[config.mk]
export PLATFORM = sky130hd
export DESIGN_NAME = qam16_tx_sched
export DESIGN_NICKNAME = d
export VERILOG_FILES = /design/src/rtl/qam16_tx_sched.sv
export SDC_FILE = /design/constraint.sdc
export NUM_CORES = 1
export LEC_CHECK = 0
export ABC_AREA = 1
export CAP_MARGIN = 15
export CORE_ASPECT_RATIO = 0.7
export CORE_MARGIN = 10
export CORE_UTILIZATION = 40
export CTS_CLUSTER_SIZE = 25
export DETAILED_ROUTE_END_ITERATION = 7
export MAX_ROUTING_LAYER = met4
export PLACE_DENSITY = 0.7
export SLEW_MARGIN = 40
export SYNTH_ARGS = -nofsm -noshare
export SYNTH_HDL_FRONTEND = slang
export SYNTH_SLANG_ARGS = --single-unit
[constraint.sdc]
create_clock -name CLK -period 1.4 [get_ports CLK]
set_input_delay 0.28 -clock CLK [delete_from_list [all_inputs] [get_ports CLK]]
set_output_delay 0.28 -clock CLK [all_outputs]
set_load 0.01 [all_outputs]
[src/rtl/qam16_tx_sched.sv]
// Frame scheduler sharing one QAM16 slicer between req0 (control) and req1 (data).
// Each frame: PRE_WORDS preamble words, a header word, the granted payload, then an idle gap.
module qam16_tx_sched #(
  parameter int unsigned PRE_WORDS  = 2,
  parameter logic [31:0] PREAMBLE   = 32'h5555_5555,
  parameter logic [15:0] HDR_TAG    = 16'hA5C3,
  parameter int unsigned MAX_WORDS  = 64,
  parameter int unsigned GAP_CYCLES = 16
) (
  input  logic        CLK,
  input  logic        RST,
  input  logic        req0_valid,
  input  logic [31:0] req0_data,
  input  logic        req0_last,
  output logic        req0_ack,
  input  logic        req1_valid,
  input  logic [31:0] req1_data,
  input  logic        req1_last,
  output logic        req1_ack,
  output logic        sl_valid,
  output logic [31:0] sl_data,
  input  logic        sl_ack,
  output logic        busy,
  output logic [1:0]  grant,
  output logic [7:0]  frame_seq,
  output logic        underrun
);
  typedef enum logic [2:0] {IDLE, PRE, HDR, PAY, GAP} state_t;
  typedef struct packed { logic valid; logic last; logic [31:0] data; } req_t;

  localparam logic [3:0] PRE_LAST = 4'(PRE_WORDS - 1);
  localparam logic [7:0] PAY_LAST = 8'(MAX_WORDS - 1);
  localparam logic [7:0] GAP_LAST = 8'(GAP_CYCLES - 1);

  state_t      state, state_n;
  req_t [1:0]  req;
  req_t        cur;
  logic        src, rr, final_q, und_seen;
  logic [3:0]  pre_cnt;
  logic [7:0]  pay_cnt, gap_cnt;
  logic        any_req, win, acc, slot_free, pay_open, capture, und_hit;
  logic        sl_valid_n;
  logic [31:0] sl_data_n, hdr_word;

  assign req[0]   = {req0_valid, req0_last, req0_data};
  assign req[1]   = {req1_valid, req1_last, req1_data};
  assign cur      = req[src];
  assign any_req  = req0_valid | req1_valid;
  assign win      = (req0_valid & req1_valid) ? rr : req1_valid;
  assign acc      = sl_ack & sl_valid;
  assign slot_free = ~sl_valid | acc;
  // No capture while the ack pulse is out: the requester has not advanced its word yet
  assign pay_open = (state == PAY) & slot_free & ~(acc & final_q) & ~(req0_ack | req1_ack);
  assign capture  = pay_open & cur.valid;
  assign und_hit  = pay_open & ~cur.valid & ~und_seen;
  assign hdr_word = {HDR_TAG, frame_seq, 7'b0, src};

  always_ff @(posedge CLK) begin
    if (RST) state <= IDLE;
    else     state <= state_n;
  end

  always_comb begin
    state_n = state;
    case (state)
      IDLE:    if (any_req) state_n = PRE;
      PRE:     if (acc && pre_cnt == PRE_LAST) state_n = HDR;
      HDR:     if (acc) state_n = PAY;
      PAY:     if (acc && final_q) state_n = GAP;
      GAP:     if (gap_cnt == GAP_LAST) state_n = IDLE;
      default: state_n = IDLE;
    endcase
  end

  always_comb begin
    sl_valid_n = sl_valid;
    sl_data_n  = sl_data;
    case (state)
      IDLE: if (any_req) begin
        sl_valid_n = 1'b1;
        sl_data_n  = PREAMBLE;
      end
      PRE:  if (acc && pre_cnt == PRE_LAST) sl_data_n = hdr_word;
      HDR:  if (acc) sl_valid_n = 1'b0;
      PAY: begin
        if (capture) begin
          sl_valid_n = 1'b1;
          sl_data_n  = cur.data;
        end else if (acc) begin
          sl_valid_n = 1'b0;
        end
      end
      default: sl_valid_n = 1'b0;
    endcase
  end

  always_ff @(posedge CLK) begin
    if (RST) begin
      sl_valid  <= 1'b0;
      sl_data   <= '0;
      busy      <= 1'b0;
      grant     <= 2'b00;
      frame_seq <= '0;
      underrun  <= 1'b0;
      req0_ack  <= 1'b0;
      req1_ack  <= 1'b0;
      src       <= 1'b0;
      rr        <= 1'b0;
      pre_cnt   <= '0;
      pay_cnt   <= '0;
      gap_cnt   <= '0;
      final_q   <= 1'b0;
      und_seen  <= 1'b0;
    end else begin
      sl_valid <= sl_valid_n;
      sl_data  <= sl_data_n;
      busy     <= (state_n != IDLE);
      req0_ack <= capture & ~src;
      req1_ack <= capture & src;
      underrun <= und_hit;
      if (capture)      und_seen <= 1'b0;
      else if (und_hit) und_seen <= 1'b1;
      case (state)
        IDLE: if (any_req) begin
          src      <= win;
          grant    <= win ? 2'b10 : 2'b01;
          pre_cnt  <= '0;
          pay_cnt  <= '0;
          final_q  <= 1'b0;
          und_seen <= 1'b0;
        end
        PRE: if (acc) pre_cnt <= pre_cnt + 4'd1;
        PAY: begin
          if (capture) begin
            pay_cnt <= pay_cnt + 8'd1;
            final_q <= cur.last | (pay_cnt == PAY_LAST);
          end
          if (acc && final_q) begin
            frame_seq <= frame_seq + 8'd1;
            gap_cnt   <= '0;
          end
        end
        GAP: begin
          gap_cnt <= gap_cnt + 8'd1;
          if (gap_cnt == GAP_LAST) begin
            rr    <= ~src;
            grant <= 2'b00;
          end
        end
        default: ;
      endcase
    end
  end
endmodule

==> impl_metrics.yaml, run 1 <==
critical_path:
  endpoint_kind: "flop"
  start_kind: "flop"
  rr_startpoint: "pre_cnt[1]$_SDFFE_PP0P_"
  crit_type: "flop to flop"
  critPathRequiredTime_ns: 1.63
  critPathLaunch: "pre_cnt[1]$_SDFFE_PP0P_"
  cp_max_fo: 15
  worst_ep_arrival_time_ns: 1.82
logic_synthesis:
  synth_top_area_cell: "dfxtp_1"
  yosysUniqueCellTypes: 32
  synthTopCellsByArea: "dfxtp_1, nand2_1, inv_1, nor2_1, nand4_1"
  synth_top_family_by_area: "simple AND/OR/NAND/NOR gates"
  synth_edf_count: 0
  synth-async-reset-ratio_pct: 0
  synth-seq-cells: 74
  synth-adder-area-share_pct: 1.481
  syn-cell-area_um2: 4224
  postSynthCellCount: 682
  yosysSeqAreaShare_pct: 35.07
  yosys.area_share.simple_pct: 39.45
  synth_compound_area_share_pct: 9.805
  synth-xor-area-share_pct: 0.4147
  synth_warnings: 0
  synthTopCellsByCount: "nand2_1, inv_1, nor2_1, dfxtp_1, nand4_1"
  syn-num-nets: 758
  syn_avg_cell_area_um2: 6.194
  synth_top_area_share_pct: 35.07
  synthMuxAreaShare_pct: 0
  synth.most_common_cell: "nand2_1"
  ys.flop_type: "dfxtp_1"
sta:
  finalSetupViolations: 44
  fin_crit_ns: 1.590
  finalHoldWorstSlack_ns: 0.4428
  slew_violations: 0
  fin_crit_sh_pct: 113.5
  fin_skew_ns: 0.007002
  relSlewSlack_pct: 79.31
  max_freq_ghz: 0.6291
  finalHoldViolCount: 0
  rsz0062_at_grt: "true"
  worst_pin_slew_ns: 0.3092
  setup_ws_ns: -0.1896
floorplan:
  chipHeight_um: 106.0
  core_um2: 10320
  rows: 31
  initial_core_util_pct: 40.94
  pin_count: 118
  dieArea_um2: 15140
  dieWidth_um: 142.8
grt:
  track_usage_pct: 18.64
  grt_pass1_wl_mm: 22.47
  antenna_found_initial: 1
  grt_overflow_total: 0
  grt_max_degree: 33
  grt_pass1_vias: 4585
detailed_routing:
  drtPass1Iterations: 5
  dr.max_layer_used: "met4"
  met3WireLength_um: 909
  ant_nets: 0
  vias_per_cell: 5.075
  wl_met2_mm: 7.200
  vias: 5029
  avgRoutedWirePerCell_um: 15.27
  wl_mm: 15.14
  wl_met1_mm: 6.792
  drc: 0
  drt_iter0_markers: 404
worst_hold_path:
  worstHoldStart: "und_seen$_SDFF_PP0_"
  hold_class: "flop to flop"
placement:
  dpl_worst_slack_ns: -0.6030
  place_hpwl_mm: 10.79
  io_buffers: 117
  routabilityCongestion: 0.9331
clock_network:
  cts_buffers: 9
  cts_hold_buf: 0
  numClockSinks: 74
  cts_tree: "done"
  clockBufferDepth: 2
  clkTransAtPathRegs_ns: 0.06
  clk_latency_ns: 0.33
  htreeDepth: 3
  cts_root_buf: "clkbuf_16"
layout:
  area_delta_synth_final_pct: 59.36
  layout-drive-gt1-share_pct: 20.07
  nNetsFinal: 928
power_and_ir_drop:
  leakage_nw: 3.241
  vdd_drop_max_uv: 639.5
  power_density_nw_per_um2: 1002
run_status:
  status: "finished with violations"
  violations: "negative setup slack"
run:
  max_cap_violations: 0
## cell families (layout without fill, tap and decap cells)
| kind of cell | count (synthesis) | in the layout |
|---|---|---|
| AND/OR/NAND/NOR | 383 | 384 |
| XOR/XNOR | 2 | 2 |
| buffers and inverters | 146 | 320 |
| flip-flops | 74 | 74 |
| AO/OA/AOI/OAI | 72 | 72 |
| other | 0 | 2 |
| adder cells (fa/ha/maj) | 5 | 5 |
## repair_timing
action,4_1_cts,5_1_grt
setup endpoints to repair,102,65
buffers inserted,1,13
cloned,0,4
pin swaps,5,14
gates resized for setup,69,65
## final timing paths
| path | slack [ns] | depth (start not counted) | to |
|---|---|---|---|
| worst max-delay path | -0.19 | 9 | sl_data[28]$_SDFFE_PP0P_ |
| worst min-delay path | 0.44 | 1 | underrun$_SDFF_PP0_ |
| worst max register to register | -0.19 | 9 | sl_data[28]$_SDFFE_PP0P_ |
| worst min register to register | 0.44 | 1 | underrun$_SDFF_PP0_ |
## state kept, by name, summed over array words and instances, names as in the netlist, 2 cells and up
| register | cells |
|---|---|
| sl_data | 32 |
| frame_seq | 8 |
| gap_cnt | 8 |
| pay_cnt | 8 |
| pre_cnt | 4 |
| state | 3 |
| grant | 2 |
## where the power goes
part / switching (mW) / total (mW) / leakage (nW) / internal (mW)
combinational: 0.945 / 1.81 / 2.47 / 0.862
sequential: 0.104 / 2.38 / 0.611 / 2.28
clock: 0.900 / 2.56 / 0.164 / 1.66
total: 1.95 / 6.75 / 3.24 / 4.80
## metal layers
| layer | vias to the layer above | track usage, % |
|---|---|---|
| met2 | 173 | 29.19 |
| met1 | 2346 | 23.44 |
| met3 | 22 | 4.002 |
| li1 | 2488 | - |
| met5 | - | - |
| met4 | 0 | 6.241 |
## area by class of cell
type	count	area [um2]
clock buffers	11	254.0
clock inverters	5	75.07
fillers	904	3586
repair buffers	191	1888
diodes	2	5.005
multi-input cells	463	2404
inverters	113	436.7
flip-flops and latches	74	1504
well taps	132	165.2
## critical path: stages (launching register included)
cell and delay (ns):
dfxtp_2 0.33, inv_2 0.07, ha_4 0.13, nand4_1 0.19
a21oi_4 0.25, buf_12 0.15, clkbuf_16 0.16, nand4_1 0.09
nand2_1 0.07, nor2_1 0.05
## metrics by stage
| step | cells | utilization, % | power [mW] | cell area (um2) | setup TNS (ns) |
|---|---|---|---|---|---|
| final | 991 | 65.24 | 6.747 | 6731 | -5.124 |
| after global placement | 955 | 57.71 | 4.106 | 5954 | -28.70 |
| after floorplan | 682 | - | 3.279 | 4283 | -0.04414 |
| after CTS | 972 | 61.01 | 6.619 | 6295 | -3.521 |
| after global routing | 990 | 65.22 | 7.060 | 6729 | -9.636 |
| after detailed placement | 955 | 57.71 | 4.138 | 5954 | -32.42 |
## cells in the final DEF, fill, tap and decap left out, types with 3 or more instances in the layout
| cell type | synthesis | routed |
|---|---|---|
| nor2_4 | 1 | 5 |
| nor2_1 | 78 | 68 |
| nand3_4 | 1 | 6 |
| clkdlybuf4s50_1 | 0 | 68 |
| dfxtp_4 | 0 | 4 |
| a21oi_1 | 34 | 28 |
| nand4_1 | 39 | 39 |
| o21ai_0 | 19 | 16 |
| dfxtp_1 | 74 | 64 |
| buf_4 | 3 | 51 |
| nand2_2 | 1 | 13 |
| nor2_2 | 3 | 9 |
| a21oi_2 | 0 | 6 |
| inv_2 | 4 | 6 |
| nand2_1 | 207 | 194 |
| buf_6 | 1 | 9 |
| nor3_1 | 9 | 6 |
| buf_12 | 0 | 10 |
| clkbuf_16 | 0 | 13 |
| or2_2 | 10 | 10 |
| ha_1 | 5 | 3 |
| dfxtp_2 | 0 | 6 |
| o211ai_1 | 8 | 8 |
| a211oi_1 | 5 | 3 |
| inv_1 | 108 | 103 |
| nand3_1 | 27 | 24 |
| clkinv_2 | 0 | 3 |
| dlygate4sd2_1 | 0 | 48 |
(Power assumes the default switching activity.)
==> run 2: changes to the inputs <==
- CTS_CLUSTER_DIAMETER: unset -> 80
- PLACE_DENSITY: 0.7 -> 0.68
- clock period: 1.4 -> 2 ns (I/O delays scaled with it)
==> run 2 against run 1 <==
  * The run now ends clean
  * Cell area fell by 11%
  * Routed wire length fell by 11%
  * Total power fell by 36%
  * Maximum frequency fell by 14%
  * Setup slack improved by 0.35 ns
  * Count of clock-buffer cells in the layout fell by 2
  * Core utilization fell by 7.4 points
  * Critical path type unchanged
  * Largest power group is now sequential cells
==> impl_metrics.yaml, run 2 (synthesized netlist as in run 1, its figures left out) <==
power_and_ir_drop:
  leakage_nw: 2.708
  p_seq_share_pct: 38.8
  power_frac_comb_pct: 26.3
  vdd_drop_max_uv: 432.7
  clockPowerShare_pct: 35.0
  internal-power_mw: 2.992
  switchingPower_mw: 1.308
  sw_frac_of_total_pct: 30.42
  power_density_nw_per_um2: 720.6
clock_network:
  cts_root_buf: "clkbuf_16"
  numClockSinks: 74
  cts_buffers: 9
  cts_setup_buffers: 0
  cts_resized: 0
  htreeDepth: 3
  clkTransAtPathRegs_ns: 0.06
  clk_latency_ns: 0.34
  cts_hold_buf: 0
  clockBufferDepth: 2
  cts_tree: "done"
sta:
  setup_ws_ns: 0.1597
  finalSetupViolations: 0
  worst_pin_slew_ns: 0.3532
  fin_skew_ns: 0.009014
  rsz0062_at_grt: "false"
  slew_violations: 0
  finalHoldViolCount: 0
  max_freq_ghz: 0.5434
  finalHoldWorstSlack_ns: 0.4419
  relSlewSlack_pct: 76.37
  fin_crit_sh_pct: 92.02
  fin_crit_ns: 1.840
placement:
  place_hpwl_mm: 10.41
  routabilityCongestion: 0.8523
  dpl_worst_slack_ns: -0.1632
  io_buffers: 117
  placed_cell_area_um2: 5688
layout:
  nNetsFinal: 886
  antenna_cells: 0
  largest-register: "sl_data"
  fin_area_um2: 5968
  n_fill_cell: 963
  layout_common_cells: "nand2_1, clkdlybuf4s50_1, inv_1, nor2_1, dfxtp_1"
  layout-drive-gt1-share_pct: 8.957
  final_common_cell: "nand2_1"
  final_util_pct: 57.85
  largest_reg_flops: 32
  area_delta_synth_final_pct: 41.29
grt:
  track_usage_pct: 18.04
  grt_pass1_vias: 4449
  grt_pass1_wl_mm: 21.65
  antenna_found_initial: 0
  grt_overflow_total: 0
  grt_max_degree: 33
critical_path:
  critPathRequiredTime_ns: 2.27
  start_kind: "flop"
  worst_path_largest_cell_delay_ns: 0.38
  worst_ep_arrival_time_ns: 2.11
  endpoint_kind: "flop"
  cp_max_fo: 18
  critical_path_buf_inv_count: 4
  crit_chain: "inv_2 > nand3_4 > clkinv_2 > nand2_2 > nand3_2 > buf_4 > nand2_1 > inv_1 > nor2_1"
  critPathSlowestCell: "dfxtp_1"
  crit_type: "flop to flop"
  r2r_slack_ns: 0.16
  critical_path.top_delay_family: "simple AND/OR/NAND/NOR gates"
run:
  max_cap_violations: 0
floorplan:
  initial_core_util_pct: 40.94
  dieArea_um2: 15140
  chipHeight_um: 106.0
  pin_count: 118
  core_um2: 10320
  dieWidth_um: 142.8
  rows: 31
detailed_routing:
  avgRoutedWirePerCell_um: 14.26
  vias_per_cell: 4.868
  drc: 0
  ant_nets: 0
  drt_iter0_markers: 285
  vias: 4610
  drtPass1Iterations: 5
  wl_mm: 13.50
run_status:
  status: "complete, no violations"
worst_hold_path:
  hold_class: "flop to flop"
[run 2: path summary, 6_finish.rpt]
path                       start                 endpoint  cells past startpoint
max          state[2]$_SDFF_PP0_  sl_data[3]$_SDFFE_PP0P_                      9
min          und_seen$_SDFF_PP0_      underrun$_SDFF_PP0_                      1
max reg2reg  state[2]$_SDFF_PP0_  sl_data[3]$_SDFFE_PP0P_                      9
min reg2reg  und_seen$_SDFF_PP0_      underrun$_SDFF_PP0_                      1
[run 2: metrics by stage]
step / cells / power, mW / TNS (ns)
2_1_floorplan: 682 / 2.266 / 0
3_3_place_gp: 931 / 2.812 / -2.646
3_5_place_dp: 931 / 2.827 / -4.087
4_1_cts: 947 / 4.344 / 0
5_1_grt: 947 / 4.543 / 0
6_report: 947 / 4.301 / 0
[run 2: metal layers]
metal | up-vias | GRT usage, % | part of all wire (%)
met4 | 0 | 4.846 | 1.1
met3 | 12 | 4.002 | 5.1
met2 | 115 | 28.30 | 47
met5 | - | - | 0
li1 | 2397 | - | -
met1 | 2086 | 23.02 | 47
[run 2: final cells by class]
type / instances / area (um2) / area share [%]
Clock buffer: 9 / 225.2 / 3.774
Clock inverter: 7 / 53.80 / 0.9015
Timing Repair Buffer: 150 / 1456 / 24.40
Multi-Input combinational cell: 462 / 2161 / 36.21
Tap cell: 132 / 165.2 / 2.767
Sequential cell: 74 / 1481 / 24.82
Inverter: 113 / 425.4 / 7.128
[run 2: power by group through the flow]
stage                     clock network, mW  registers (mW)  logic, mW
final                                  1.50            1.67       1.13
after global routing                   1.60            1.68       1.27
after CTS                              1.54            1.67       1.14
after detailed placement                  0            1.70       1.13
after global placement                    0            1.69       1.12
after floorplan                           0            1.73      0.533
==> run 3: changes to the inputs <==
--- a/config.mk
+++ b/config.mk
@@ -14,4 +14,5 @@
 export CTS_CLUSTER_SIZE = 25
 export DETAILED_ROUTE_END_ITERATION = 7
+export GPL_ROUTABILITY_DRIVEN = 0
 export MAX_ROUTING_LAYER = met4
 export PLACE_DENSITY = 0.68
==> constraint.sdc (replaced) <==
create_clock -name CLK -period 2 [get_ports CLK]
set_input_delay 0.5 -clock CLK [delete_from_list [all_inputs] [get_ports CLK]]
set_output_delay 0.5 -clock CLK [all_outputs]
set_load 0.01 [all_outputs]
==> run 3 against run 2 <==
  * Clock skew is 0.0036 ns lower
  * Hold slack worse by 0.023 ns
  * Register-to-register slack better by 0.10 ns
  * Clock power is 16% higher
  * Sequential power hardly changed
  * Sequential share of layout area is 0.11 points lower
  * Combinational power hardly changed
  * Flip-flop and latch count stayed put
  * Global-route usage is 0.41 points higher
  * Critical endpoint is now frame_seq[2]
==> impl_metrics.yaml, run 3 (synthesized netlist as in run 1, its figures left out) <==
run_status:
  status: "complete, no violations"
critical_path:
  start_kind: "flop"
  reg2reg_to: "sl_data[11]$_SDFFE_PP0P_"
  crit_path_end: "frame_seq[2]"
  critPathSlowestCell: "clkdlybuf4s50_1"
  critPathLaunch: "frame_seq[2]$_SDFFE_PP0P_"
  worst_ep_arrival_time_ns: 1.41
  worst-path-stages: 1
  crit_type: "flop to primary output"
  endpoint_kind: "primary output"
  r2r_slack_ns: 0.26
  cp_max_fo: 6
  crit_chain: "clkdlybuf4s50_1"
  r2r_cells: 8
  worst_path_largest_cell_delay_ns: 0.60
  rr_startpoint: "state[0]$_SDFF_PP0_"
  critical_path.top_delay_family: "buffers and inverters"
  critPathRequiredTime_ns: 1.50
  critical_path_buf_inv_count: 1
clock_network:
  clockBufferDepth: 2
  cts_root_buf: "clkbuf_16"
  cts_buffers: 9
  clkTransAtPathRegs_ns: 0.06
  cts_tree: "done"
  htreeDepth: 3
  numClockSinks: 74
  clk_latency_ns: 0.34
detailed_routing:
  vias_per_cell: 4.876
  drt_iter0_markers: 274
  drtPass1Iterations: 5
  avgRoutedWirePerCell_um: 14.45
  vias: 4593
  wl_mm: 13.61
  drc: 0
  ant_nets: 0
grt:
  grt_pass1_vias: 4382
  grtUsageMet3_pct: 4.180
  grt_use_met1_pct: 23.72
  antenna_found_initial: 0
  grt_pass1_wl_mm: 22.28
  use_met2_pct: 28.43
  grt_max_degree: 48
  track_usage_pct: 18.45
  grt.busiest_layer: "met2"
  grt_overflow_total: 0
layout:
  fin_area_um2: 5996
  largest_reg_flops: 32
  layout_common_cells: "nand2_1, clkdlybuf4s50_1, inv_1, nor2_1, dfxtp_1"
  area_delta_synth_final_pct: 41.94
  instances_no_fill: 942
  final_common_cell: "nand2_1"
  largest-register: "sl_data"
  nNetsFinal: 881
  antenna_cells: 0
  layout-drive-gt1-share_pct: 8.395
  final_util_pct: 58.11
sta:
  relSlewSlack_pct: 72.79
  fin_crit_sh_pct: 95.58
  worst_pin_slew_ns: 0.4047
  slew_violations: 0
  finalHoldViolCount: 0
  fin_crit_ns: 1.912
  fin_skew_ns: 0.005446
  setup_ws_ns: 0.08839
  rsz0062_at_grt: "false"
  finalSetupViolations: 0
  max_freq_ghz: 0.5231
floorplan:
  initial_core_util_pct: 40.94
  rows: 31
  chipHeight_um: 106.0
  dieWidth_um: 142.8
  pin_count: 118
  dieArea_um2: 15140
  core_um2: 10320
placement:
  place_hpwl_mm: 10.22
  dpl_worst_slack_ns: -0.1862
  placed_cell_area_um2: 5675
  io_buffers: 117
  dp.cells: 926
run:
  max_cap_violations: 0
worst_hold_path:
  hold_class: "flop to flop"
power_and_ir_drop:
  power_density_nw_per_um2: 759.0
  p_total_mw: 4.550
  leakage_nw: 2.725
  vdd_drop_max_uv: 530.2
## run 3: what timing repair did
item,CTS,global route
setup endpoints to repair,0,7
setup buffers,0,0
resized for setup,0,2
hold buffers,0,0
## run 3: area by class of cell
class | count | area (um2)
fill | 988 | 4322
clock inverter | 7 | 92.59
inverter | 113 | 426.7
clock buffer | 9 | 225.2
timing repair buffer | 145 | 1444
multi-input combinational | 462 | 2161
tap | 132 | 165.2
sequential | 74 | 1481
## run 3: worst min-delay path by stage
| stage | from | endpoint | cells past startpoint |
|---|---|---|---|
| 2_1_floorplan | und_seen$_SDFF_PP0_ | underrun$_SDFF_PP0_ | 1 |
| 3_3_place_gp | und_seen$_SDFF_PP0_ | underrun$_SDFF_PP0_ | 1 |
| 3_5_place_dp | und_seen$_SDFF_PP0_ | underrun$_SDFF_PP0_ | 1 |
| 4_1_cts | und_seen$_SDFF_PP0_ | underrun$_SDFF_PP0_ | 1 |
| 5_1_grt | und_seen$_SDFF_PP0_ | underrun$_SDFF_PP0_ | 1 |
| 6_report | und_seen$_SDFF_PP0_ | underrun$_SDFF_PP0_ | 1 |
## run 3: power breakdown
part / total [mW] / switching (mW) / internal, mW
clock: 1.74 / 0.648 / 1.09
combinational: 1.14 / 0.583 / 0.562
sequential: 1.67 / 0.0743 / 1.59
total: 4.55 / 1.30 / 3.25
## run 3: routing by layer
metal | vias up | wire (um)
met4 | 0 | 252
met5 | - | 0
met1 | 2040 | 6240
met3 | 27 | 781
met2 | 139 | 6335
li1 | 2387 | -
## run 3: stage by stage
step | hold slack (ns) | TNS [ns]
detailed placement | 0.4147 | -5.800
CTS | 0.4231 | 0
global placement | 0.4102 | -4.614
floorplan | 0.3969 | 0
global route | 0.4351 | 0
finish | 0.4192 | 0
## run 3: worst register-to-register path: stages, from the launching register on
cell     delay [ns]
dfxtp_1        0.43
nand3_4        0.26
nor2_4         0.19
nand3_2        0.09
nand2_2        0.12
buf_4          0.24
nand4_1        0.14
nand2_1        0.11
nor2_1         0.05
